File: src/rtl/ps2_key_event_rx.sv
// PS/2 keyboard receiver: synchronises the raw PS/2 lines, deframes 11-bit frames,
// folds E0/F0 prefixes into one event per make/break and queues events in a show-ahead FIFO.
module ps2_key_event_rx #(
    parameter int unsigned CLK_HZ     = 50_000_000,
    parameter int unsigned TIMEOUT_US = 2000,
    parameter int unsigned FIFO_DEPTH = 4
) (
    input  logic       CLOCK_50,
    input  logic       resetn,
    input  logic       PS2_CLK,
    input  logic       PS2_DAT,
    output logic       ev_valid,
    input  logic       ev_ready,
    output logic [7:0] ev_code,
    output logic       ev_ext,
    output logic       ev_break,
    output logic       frame_err,
    output logic       overflow
);

    localparam int unsigned TmoCycles = CLK_HZ / 1_000_000 * TIMEOUT_US;
    localparam int unsigned TW        = $clog2(TmoCycles + 1);
    localparam int unsigned AW        = $clog2(FIFO_DEPTH);

    typedef enum logic [1:0] {StIdle, StData, StParity, StStop} state_e;

    logic          clk_meta, clk_sync, clk_prev, dat_meta, dat_sync;
    logic          fe;
    state_e        state_q, state_d;
    logic [2:0]    bit_cnt_q, bit_cnt_d;
    logic [7:0]    shreg_q, shreg_d;
    logic          par_q, par_d;
    logic [TW-1:0] tmo_q, tmo_d;
    logic          byte_ok_q, byte_ok_d;
    logic          err_d;
    logic          ext_f, brk_f;

    logic [9:0]    mem [FIFO_DEPTH];
    logic [AW:0]   wptr, rptr;
    logic          empty, full, pop, push_req, push;
    logic [9:0]    head;

    // Two-flop synchronisers plus a delayed copy of the clock for edge detection.
    always_ff @(posedge CLOCK_50 or negedge resetn) begin
        if (!resetn) begin
            clk_meta <= 1'b1;
            clk_sync <= 1'b1;
            clk_prev <= 1'b1;
            dat_meta <= 1'b1;
            dat_sync <= 1'b1;
        end else begin
            clk_meta <= PS2_CLK;
            clk_sync <= clk_meta;
            clk_prev <= clk_sync;
            dat_meta <= PS2_DAT;
            dat_sync <= dat_meta;
        end
    end

    assign fe = clk_prev & ~clk_sync;

    // Frame FSM state and registered byte_ok / frame_err pulses.
    always_ff @(posedge CLOCK_50 or negedge resetn) begin
        if (!resetn) begin
            state_q   <= StIdle;
            bit_cnt_q <= '0;
            shreg_q   <= '0;
            par_q     <= 1'b0;
            tmo_q     <= '0;
            byte_ok_q <= 1'b0;
            frame_err <= 1'b0;
        end else begin
            state_q   <= state_d;
            bit_cnt_q <= bit_cnt_d;
            shreg_q   <= shreg_d;
            par_q     <= par_d;
            tmo_q     <= tmo_d;
            byte_ok_q <= byte_ok_d;
            frame_err <= err_d;
        end
    end

    // Frame FSM next state: advances on PS2_CLK falling edges, bails out on inter-bit timeout.
    always_comb begin
        state_d   = state_q;
        bit_cnt_d = bit_cnt_q;
        shreg_d   = shreg_q;
        par_d     = par_q;
        tmo_d     = tmo_q;
        byte_ok_d = 1'b0;
        err_d     = 1'b0;
        if (state_q == StIdle) begin
            tmo_d = '0;
            if (fe) begin
                if (!dat_sync) begin
                    state_d   = StData;
                    bit_cnt_d = '0;
                end else begin
                    err_d = 1'b1;
                end
            end
        end else if (fe) begin
            tmo_d = '0;
            unique case (state_q)
                StData: begin
                    shreg_d = {dat_sync, shreg_q[7:1]};
                    if (bit_cnt_q == 3'd7) state_d = StParity;
                    else bit_cnt_d = bit_cnt_q + 3'd1;
                end
                StParity: begin
                    par_d   = dat_sync;
                    state_d = StStop;
                end
                default: begin
                    if (dat_sync && (^{par_q, shreg_q})) byte_ok_d = 1'b1;
                    else err_d = 1'b1;
                    state_d = StIdle;
                end
            endcase
        end else if (tmo_q == TW'(TmoCycles - 1)) begin
            state_d = StIdle;
            err_d   = 1'b1;
        end else begin
            tmo_d = tmo_q + TW'(1);
        end
    end

    // Prefix flags: remembered until the next real code byte or any frame error.
    always_ff @(posedge CLOCK_50 or negedge resetn) begin
        if (!resetn) begin
            ext_f <= 1'b0;
            brk_f <= 1'b0;
        end else if (frame_err) begin
            ext_f <= 1'b0;
            brk_f <= 1'b0;
        end else if (byte_ok_q) begin
            if (shreg_q == 8'hE0) begin
                ext_f <= 1'b1;
            end else if (shreg_q == 8'hF0) begin
                brk_f <= 1'b1;
            end else begin
                ext_f <= 1'b0;
                brk_f <= 1'b0;
            end
        end
    end

    assign empty    = (wptr == rptr);
    assign full     = (wptr[AW] != rptr[AW]) && (wptr[AW-1:0] == rptr[AW-1:0]);
    assign ev_valid = ~empty;
    assign pop      = ev_valid & ev_ready;
    assign push_req = byte_ok_q && (shreg_q != 8'hE0) && (shreg_q != 8'hF0);
    // A pop in the same cycle frees the slot, so a full FIFO still accepts the push.
    assign push     = push_req & (~full | pop);
    assign head     = mem[rptr[AW-1:0]];
    // Gated so the outputs read zero while empty and during reset.
    assign {ev_ext, ev_break, ev_code} = ev_valid ? head : 10'd0;

    // FIFO storage; no reset needed since reads are gated by ev_valid.
    always_ff @(posedge CLOCK_50) begin
        if (push) mem[wptr[AW-1:0]] <= {ext_f, brk_f, shreg_q};
    end

    // FIFO pointers and sticky overflow flag.
    always_ff @(posedge CLOCK_50 or negedge resetn) begin
        if (!resetn) begin
            wptr     <= '0;
            rptr     <= '0;
            overflow <= 1'b0;
        end else begin
            if (push) wptr <= wptr + (AW + 1)'(1);
            if (pop) rptr <= rptr + (AW + 1)'(1);
            if (push_req && full && !pop) overflow <= 1'b1;
        end
    end

endmodule

File: config.mk
export PLATFORM = sky130hd
export DESIGN_NAME = ps2_key_event_rx
export DESIGN_NICKNAME = d
export VERILOG_FILES = /design/src/rtl/ps2_key_event_rx.sv
export SDC_FILE = /design/constraint.sdc
export NUM_CORES = 1
export LEC_CHECK = 0
export ABC_AREA = 1
export BUFFER_PORTS_ARGS = -buffer_cell sky130_fd_sc_hd__buf_2
export CORE_ASPECT_RATIO = 0.5
export CORE_UTILIZATION = 50
export DETAILED_ROUTE_END_ITERATION = 16
export PLACE_DENSITY = 0.69
export SYNTH_ARGS = -nofsm -noshare
export SYNTH_HDL_FRONTEND = slang
export SYNTH_SLANG_ARGS = --single-unit
export TNS_END_PERCENT = 20
File: constraint.sdc
create_clock -name CLOCK_50 -period 1.8 [get_ports CLOCK_50]
set_input_delay 0.36 -clock CLOCK_50 [delete_from_list [all_inputs] [get_ports CLOCK_50]]
set_output_delay 0.36 -clock CLOCK_50 [all_outputs]
set_load 0.05 [all_outputs]
==> results by group, run 1 <==
Logic synthesis
  – Cell Area, Synth: 4199 µm²
  – Cells after Synth: 442
  – Syn. warnings: 0
  – Post-synth EDFFs: 40
  – Top_reg_cell synth: dfrtp_1
  – Post-synth cell types: 38
  – Sequential-to-total area share from yosys stat: a little under three fifths
  – Post-Syn Nets: between 400 and 500
  – FF+latch count, synth: 87
  – Synth Area per Inst: between 9 and 10 µm²
  – Asr flop ratio synth: 54.02%

Global routing
  – Antenna violations before repair: 0
  – Gr ovfl total: 0
  – GR Layer Usage met3: between 7 and 8%
  – GRT Overall Usage: around a fifth
  – First-pass GRT wire length: between 10000 and 15000 µm
  – Grt met1 use: between 20% and 30%
  – Largest net degree at the start of global routing: between 40 and 50
  – Gr busiest metal: met2
  – GR Util met2: approximately 33%
  – Vias in the first global route: 2851

Route
  – ANT nets after route: 0
  – Routed len/inst: between 10 and 15 µm
  – Drt pass-1 iters: 4
  – DRC: 0
  – Final WL: between 8000 and 9000 µm
  – Vias/cell: approximately 5.0
  – Vias: roughly 3100
  – 1st-iter DRT viols: approximately 150

Timing
  – Fin. Hold Viols: 0
  – Post-route setup slack: -0.1948 ns
  – Rel. slew slack: approximately four fifths
  – F_max: 501.3 MHz
  – Slew Limit Fails: 0
  – Tmin final: ~2.0 ns
  – Unrepaired setup endpoints after global routing: true
  – Worst Hold Slack: 0.1168 ns
  – Worst-Margin Slew: 0.3187 ns
  – Final setup vio count: 11
  – Max Clock Skew: about 0.008 ns
  – Final worst path period share: 110.8%

Die
  – Core Region: 8058 µm²
  – Die extent in x: roughly 130 µm
  – Row count: 23
  – IO Pins: 18
  – Die height: 66.80 µm
  – Die area: 8791 µm²
  – Initial core utilization: 52.11%

Setup path
  – CP Buf/Inv Count: 5
  – CP Capture Type: output pin
  – Crit-path cells: inv_4 -> buf_12 -> clkbuf_16 -> nor2_1 -> o22ai_1 -> nand2_1 -> inv_2 -> buf_6
  – Setup crit start kind: flip-flop
  – Crit path kind: reg -> out
  – Required time worst endpoint: approximately 1.4 ns
  – CP Max Fanout: 5
  – Slowest stage delay, CP: 0.45 ns
  – CP arrival: about 1.6 ns
  – Delay-heaviest family, CP: buffers and inverters
  – Critical Path Slowest Stage Cell: dfrtp_2

Cells and area
  – Finished Layout Cells: between 600 and 700
  – Layout fillers: about 660
  – Share of post-route cells with drive strength above 1: around a quarter
  – Inserted Diodes: 0
  – Most frequent cells in the layout: nand2_1 (73), nor2_1 (52), inv_1 (46)
  – Core Util, Final: 64.15%
  – Final instance area: 5169 µm²
  – Sequential Area: roughly 2400 µm²
  – Commonest non-fill, non-tap cell in the layout: nand2_1
  – Layout area overhead: 23.09%
  – Multi-input gate area: approximately 1600 µm²
  – Final net count: ~500

Pwr
  – Worst VDD drop: 1.200 mV
  – Lkg Pwr: between 0.002 and 0.0025 µW
  – Pwr dens: ~1700 nW/µm²

Clocking
  – Latest clock arrival within the worst-skew pair: between 0.3 and 0.4 ns
  – Sink Count: 87
  – Number of CTS-inserted buffers: 9
  – Reg clk slew, reported paths: 0.06 ns
  – CTS H-Tree Depth: 3
  – CTS tree: done
  – Max Root-Sink Buffers: 2
  – Clock root buffer: clkbuf_16

Outcome
  – Failing checks: setup timing
  – Status: complete, but fails checks

Place
  – Dpl cell area: 4591 µm²
  – Number of port buffers: 17
  – Placer congestion estimate: 0.8913
  – Inst Count DP: roughly 590
  – Placed wire-length estimate: 5375 µm

Run
  – Max-cap violation count: 0

Worst hold path
  – Worst min path class: in -> reg
==> per-stage QoR <==
stage	setup TNS [ns]	setup slack, ns	power [µW]
6_report	-1.809	-0.1948	8715
5_1_grt	-3.679	-0.2831	9213
4_1_cts	-1.976	-0.1969	8105
3_5_place_dp	0	0.01498	6072
3_3_place_gp	0	0.1012	5991
2_1_floorplan	-7.271	-0.1759	5058
==> sequential cells by signal, summed over array words and instances (netlist names) <==
register,cells
mem,40
state_q,2
dat_sync,1
clk_meta,1
wptr,3
byte_ok_q,1
rptr,3
ext_f,1
shreg_q,8
clk_sync,1
bit_cnt_q,3
par_q,1
brk_f,1
overflow,1
clk_prev,1
tmo_q,17
dat_meta,1
frame_err,1
==> report_power, final <==
part,total (µW),internal (µW),switching [µW]
logic,4390,1780,2610
registers,2640,2430,208
clock network,1690,937,748
total,8710,5150,3560
==> layer usage <==
layer	wire length, µm	vias to the layer above
met2	3858	59
met3	437	13
met4	127	0
met5	0	-
li1	-	1560
met1	3791	1428
==> cell families after synthesis <==
family,count (synthesis),synth area share (%)
AO/OA/AOI/OAI,67,8.641
adder cells (fa/ha/maj),17,5.065
flip-flops,87,56.76
XOR/XNOR,8,1.668
buffers and inverters,70,6.913
AND/OR/NAND/NOR,193,20.95
==> what timing repair did <==
action	in CTS	in global routing
hold endpoints to repair	3	0
pin swaps	0	9
resized for setup	26	49
hold buffers	1	0
buffers inserted	0	3
setup endpoints to repair	11	51
cloned	0	3
==> cell usage after synthesis, types with 2 or more instances <==
cell      instances  area, µm²
a21oi_1          10      50.05
a31oi_1           2      12.51
buf_2             2      10.01
buf_4             2      15.01
buf_6             2      22.52
clkbuf_1          5      18.77
dfrtp_1          42       1051
dfstp_2           5      131.4
edfxtp_1         40       1201
ha_1             17      212.7
inv_1            56      210.2
inv_2             2      7.510
nand2_1          83      311.6
nand2_2           2      12.51
nand2_4           2      22.52
nand3_1          21      105.1
nand3_2           2      20.02
nand4_1          10      62.56
nor2_1           57      214.0
nor2_2            2      12.51
nor3_1            5      25.02
nor3_2            2      20.02
o21ai_0          32      160.2
o21ai_1           9      45.04
o22ai_1          10      62.56
or2_2             2      12.51
xnor2_1           4      35.03
xor2_1            4      35.03
==> path summary, 6_finish.rpt <==
check                           startpoint         end  slack (ns)  depth (start not counted)
min in group asynchronous           resetn     wptr[2]        0.54                          3
max in group asynchronous           resetn    clk_sync        0.96                          3
worst max-delay path               rptr[0]  ev_code[7]       -0.19                          8
worst min register to register    clk_meta    clk_sync        0.35                          0
worst min-delay path               PS2_DAT    dat_meta        0.12                          1
worst max register to register  shreg_q[2]   mem[3][2]        0.08                         10
==> layout make-up <==
type,instances,area share [%]
Sequential cell,87,46.14
Clock buffer,11,4.503
Timing Repair Buffer,50,10.12
Tap cell,112,2.711
Clock inverter,5,0.6778
Multi-Input combinational cell,285,31.47
Inverter,59,4.381
(Power assumes the default switching activity.)
==> run 2, diff against run 1 <==
--- a/config.mk
+++ b/config.mk
@@ -11,6 +11,7 @@
 export CORE_UTILIZATION = 50
 export DETAILED_ROUTE_END_ITERATION = 16
 export PLACE_DENSITY = 0.69
+export RECOVER_POWER = 100
 export SYNTH_ARGS = -nofsm -noshare
 export SYNTH_HDL_FRONTEND = slang
 export SYNTH_SLANG_ARGS = --single-unit
==> results by group, run 2 (synthesized netlist as in run 1, its figures left out) <==
Cells and area
  – Final net count: 514 (unchanged)
  – Layout area overhead: 21.16% (was 23.09%)
  – Most frequent cells in the layout: nand2_1 (73), nor2_1 (53), inv_1 (46) (was nand2_1 (73), nor2_1 (52), inv_1 (46))
  – Final instance area: 5087 µm² (was 5169 µm²)
  – Finished Layout Cells: 609 (unchanged)
  – Core Util, Final: 63.14% (was 64.15%)
  – Layout fillers: 680 (was 659)
  – Commonest non-fill, non-tap cell in the layout: nand2_1 (unchanged)
  – Inserted Diodes: 0 (unchanged)
  – Number of flip-flops under the largest register name: 40 (unchanged)
  – Share of post-route cells with drive strength above 1: 20.72% (was 24.55%)

Global routing
  – GRT Overall Usage: 19.82% (unchanged)
  – Gr ovfl total: 0 (unchanged)
  – Grt met1 use: 25.10% (unchanged)
  – GR Layer Usage met3: 7.002% (unchanged)
  – Vias in the first global route: 2851 (unchanged)
  – GR Util met2: 32.54% (unchanged)
  – Antenna violations before repair: 0 (unchanged)
  – Largest net degree at the start of global routing: 48 (unchanged)
  – First-pass GRT wire length: 13100 µm (unchanged)
  – Gr busiest metal: met2 (unchanged)

Clocking
  – CTS H-Tree Depth: 3 (unchanged)
  – CTS tree: done (unchanged)
  – Number of CTS-inserted buffers: 9 (unchanged)
  – Clock root buffer: clkbuf_16 (unchanged)
  – Sink Count: 87 (unchanged)
  – Latest clock arrival within the worst-skew pair: 0.34 ns (about the same)
  – Reg clk slew, reported paths: 0.06 ns (about the same)
  – Max Root-Sink Buffers: 2 (unchanged)

Outcome
  – Status: complete, but fails checks (unchanged)
  – Failing checks: setup timing (unchanged)

Die
  – Die extent in x: 131.6 µm (unchanged)
  – Row count: 23 (unchanged)
  – Core Region: 8058 µm² (unchanged)
  – Die area: 8791 µm² (unchanged)
  – IO Pins: 18 (unchanged)
  – Initial core utilization: 52.11% (unchanged)
  – Die height: 66.80 µm (unchanged)

Route
  – Routed len/inst: 13.43 µm (was 13.49 µm)
  – DRC: 0 (unchanged)
  – Vias/cell: 5.039 (was 5.025)
  – Vias: 3069 (was 3060)
  – Drt pass-1 iters: 4 (unchanged)
  – ANT nets after route: 0 (unchanged)
  – 1st-iter DRT viols: 189 (was 145)
  – Final WL: 8178 µm (was 8215 µm)

Timing
  – Final worst path period share: 110.7% (was 110.8%)
  – Setup TNS: -1.798 ns (was -1.809 ns)
  – Worst-Margin Slew: 1.180 ns (was 0.3187 ns)
  – Max Clock Skew: 0.007799 ns (was 0.008050 ns)
  – Unrepaired setup endpoints after global routing: true (unchanged)
  – Final setup vio count: 11 (unchanged)
  – F_max: 502.0 MHz (was 501.3 MHz)
  – Rel. slew slack: 21.36% (was 78.63%)
  – Slew Limit Fails: 0 (unchanged)
  – Tmin final: 1.992 ns (was 1.995 ns)
  – Fin. Hold Viols: 0 (unchanged)
  – Post-route setup slack: -0.1922 ns (was -0.1948 ns)

Pwr
  – Pwr dens: 1690 nW/µm² (was 1686 nW/µm²)
  – Lkg Pwr: 0.002199 µW (was 0.002273 µW)
  – Worst VDD drop: 1.198 mV (was 1.200 mV)

Place
  – Inst Count DP: 586 (unchanged)
  – Placed wire-length estimate: 5375 µm (unchanged)
  – Dpl cell area: 4591 µm² (unchanged)
  – Number of port buffers: 17 (unchanged)
  – Placer congestion estimate: 0.8913 (unchanged)

Setup path
  – Critical Path Slowest Stage Cell: dfrtp_2 (unchanged)
  – Crit path kind: reg -> out (unchanged)
  – Setup crit start kind: flip-flop (unchanged)
  – Slowest stage delay, CP: 0.45 ns (about the same)
  – CP arrival: 1.63 ns (about the same)
  – Crit-path cells: inv_4 -> buf_12 -> clkbuf_16 -> nor2_1 -> o22ai_1 -> nand2_1 -> inv_2 -> buf_6 (unchanged)
  – Required time worst endpoint: 1.44 ns (about the same)
  – CP Capture Type: output pin (unchanged)
  – CP Max Fanout: 5 (unchanged)

Run
  – Max-cap violation count: 0 (unchanged)

Worst hold path
  – Worst min path class: in -> reg (unchanged)
==> run 2: changes by cell type in the layout (fill, tap and decap cells not counted), sizes merged <==
cell,change
clkbuf,+15
buf,-15
==> run 2: worst max-delay path, delay by kind of cell, from the launching register on <==
family	cells	cell delay, ns
DFF	1	0.45
AOI/OAI and AO/OA	1	0.17
and+or+nand+nor	2	0.13
buffers and inverters	5	0.55
==> run 2: per-stage QoR <==
step                worst slack (ns)  hold WS [ns]  power, µW
floorplan                    -0.1759       0.06441       5058
global placement              0.1012        0.3479       5991
detailed placement           0.01498        0.3468       6072
CTS                          -0.1969        0.1081       8105
global route                 -0.2831        0.1086       9108
finish                       -0.1922        0.1215       8596
==> run 2: routing by layer <==
layer	up-vias	share of wire, %
met1	1444	47
met4	0	1.2
met5	-	0
met2	56	47
li1	1557	-
met3	12	5.1
==> run 2: where the power goes <==
group	total, µW	switching (µW)	internal, µW
clock network	1680	744	937
logic	4280	2600	1680
registers	2630	204	2430
==> run 2: final timing paths <==
kind                       startpoint         end  slack [ns]  cells after the start
hold / removal                PS2_DAT    dat_meta        0.12                      1
hold reg to reg              clk_meta    clk_sync        0.36                      0
min in group asynchronous      resetn     rptr[0]        0.87                      3
setup / recovery              rptr[0]  ev_code[7]       -0.19                      8
setup reg to reg           state_q[0]  state_q[1]        0.04                      8
max in group asynchronous      resetn     rptr[0]        0.16                      3
==> run 2: cell type report <==
cell class	instances	area, µm²	area share [%]
Sequential cell	87	2385	46.88
Multi-Input combinational cell	285	1604	31.53
Timing Repair Buffer	50	464.2	9.124
Clock buffer	11	232.7	4.575
Inverter	59	226.5	4.452
Tap cell	112	140.1	2.755
Clock inverter	5	35.03	0.6886
==> run 2: what timing repair did <==
item	CTS	global route
endpoints found under the setup margin	11	51
pin swaps	0	9
buffers inserted	0	3
gates resized for setup	26	49
hold buffers	1	0
endpoints found under the hold margin	3	0
cloned	0	3
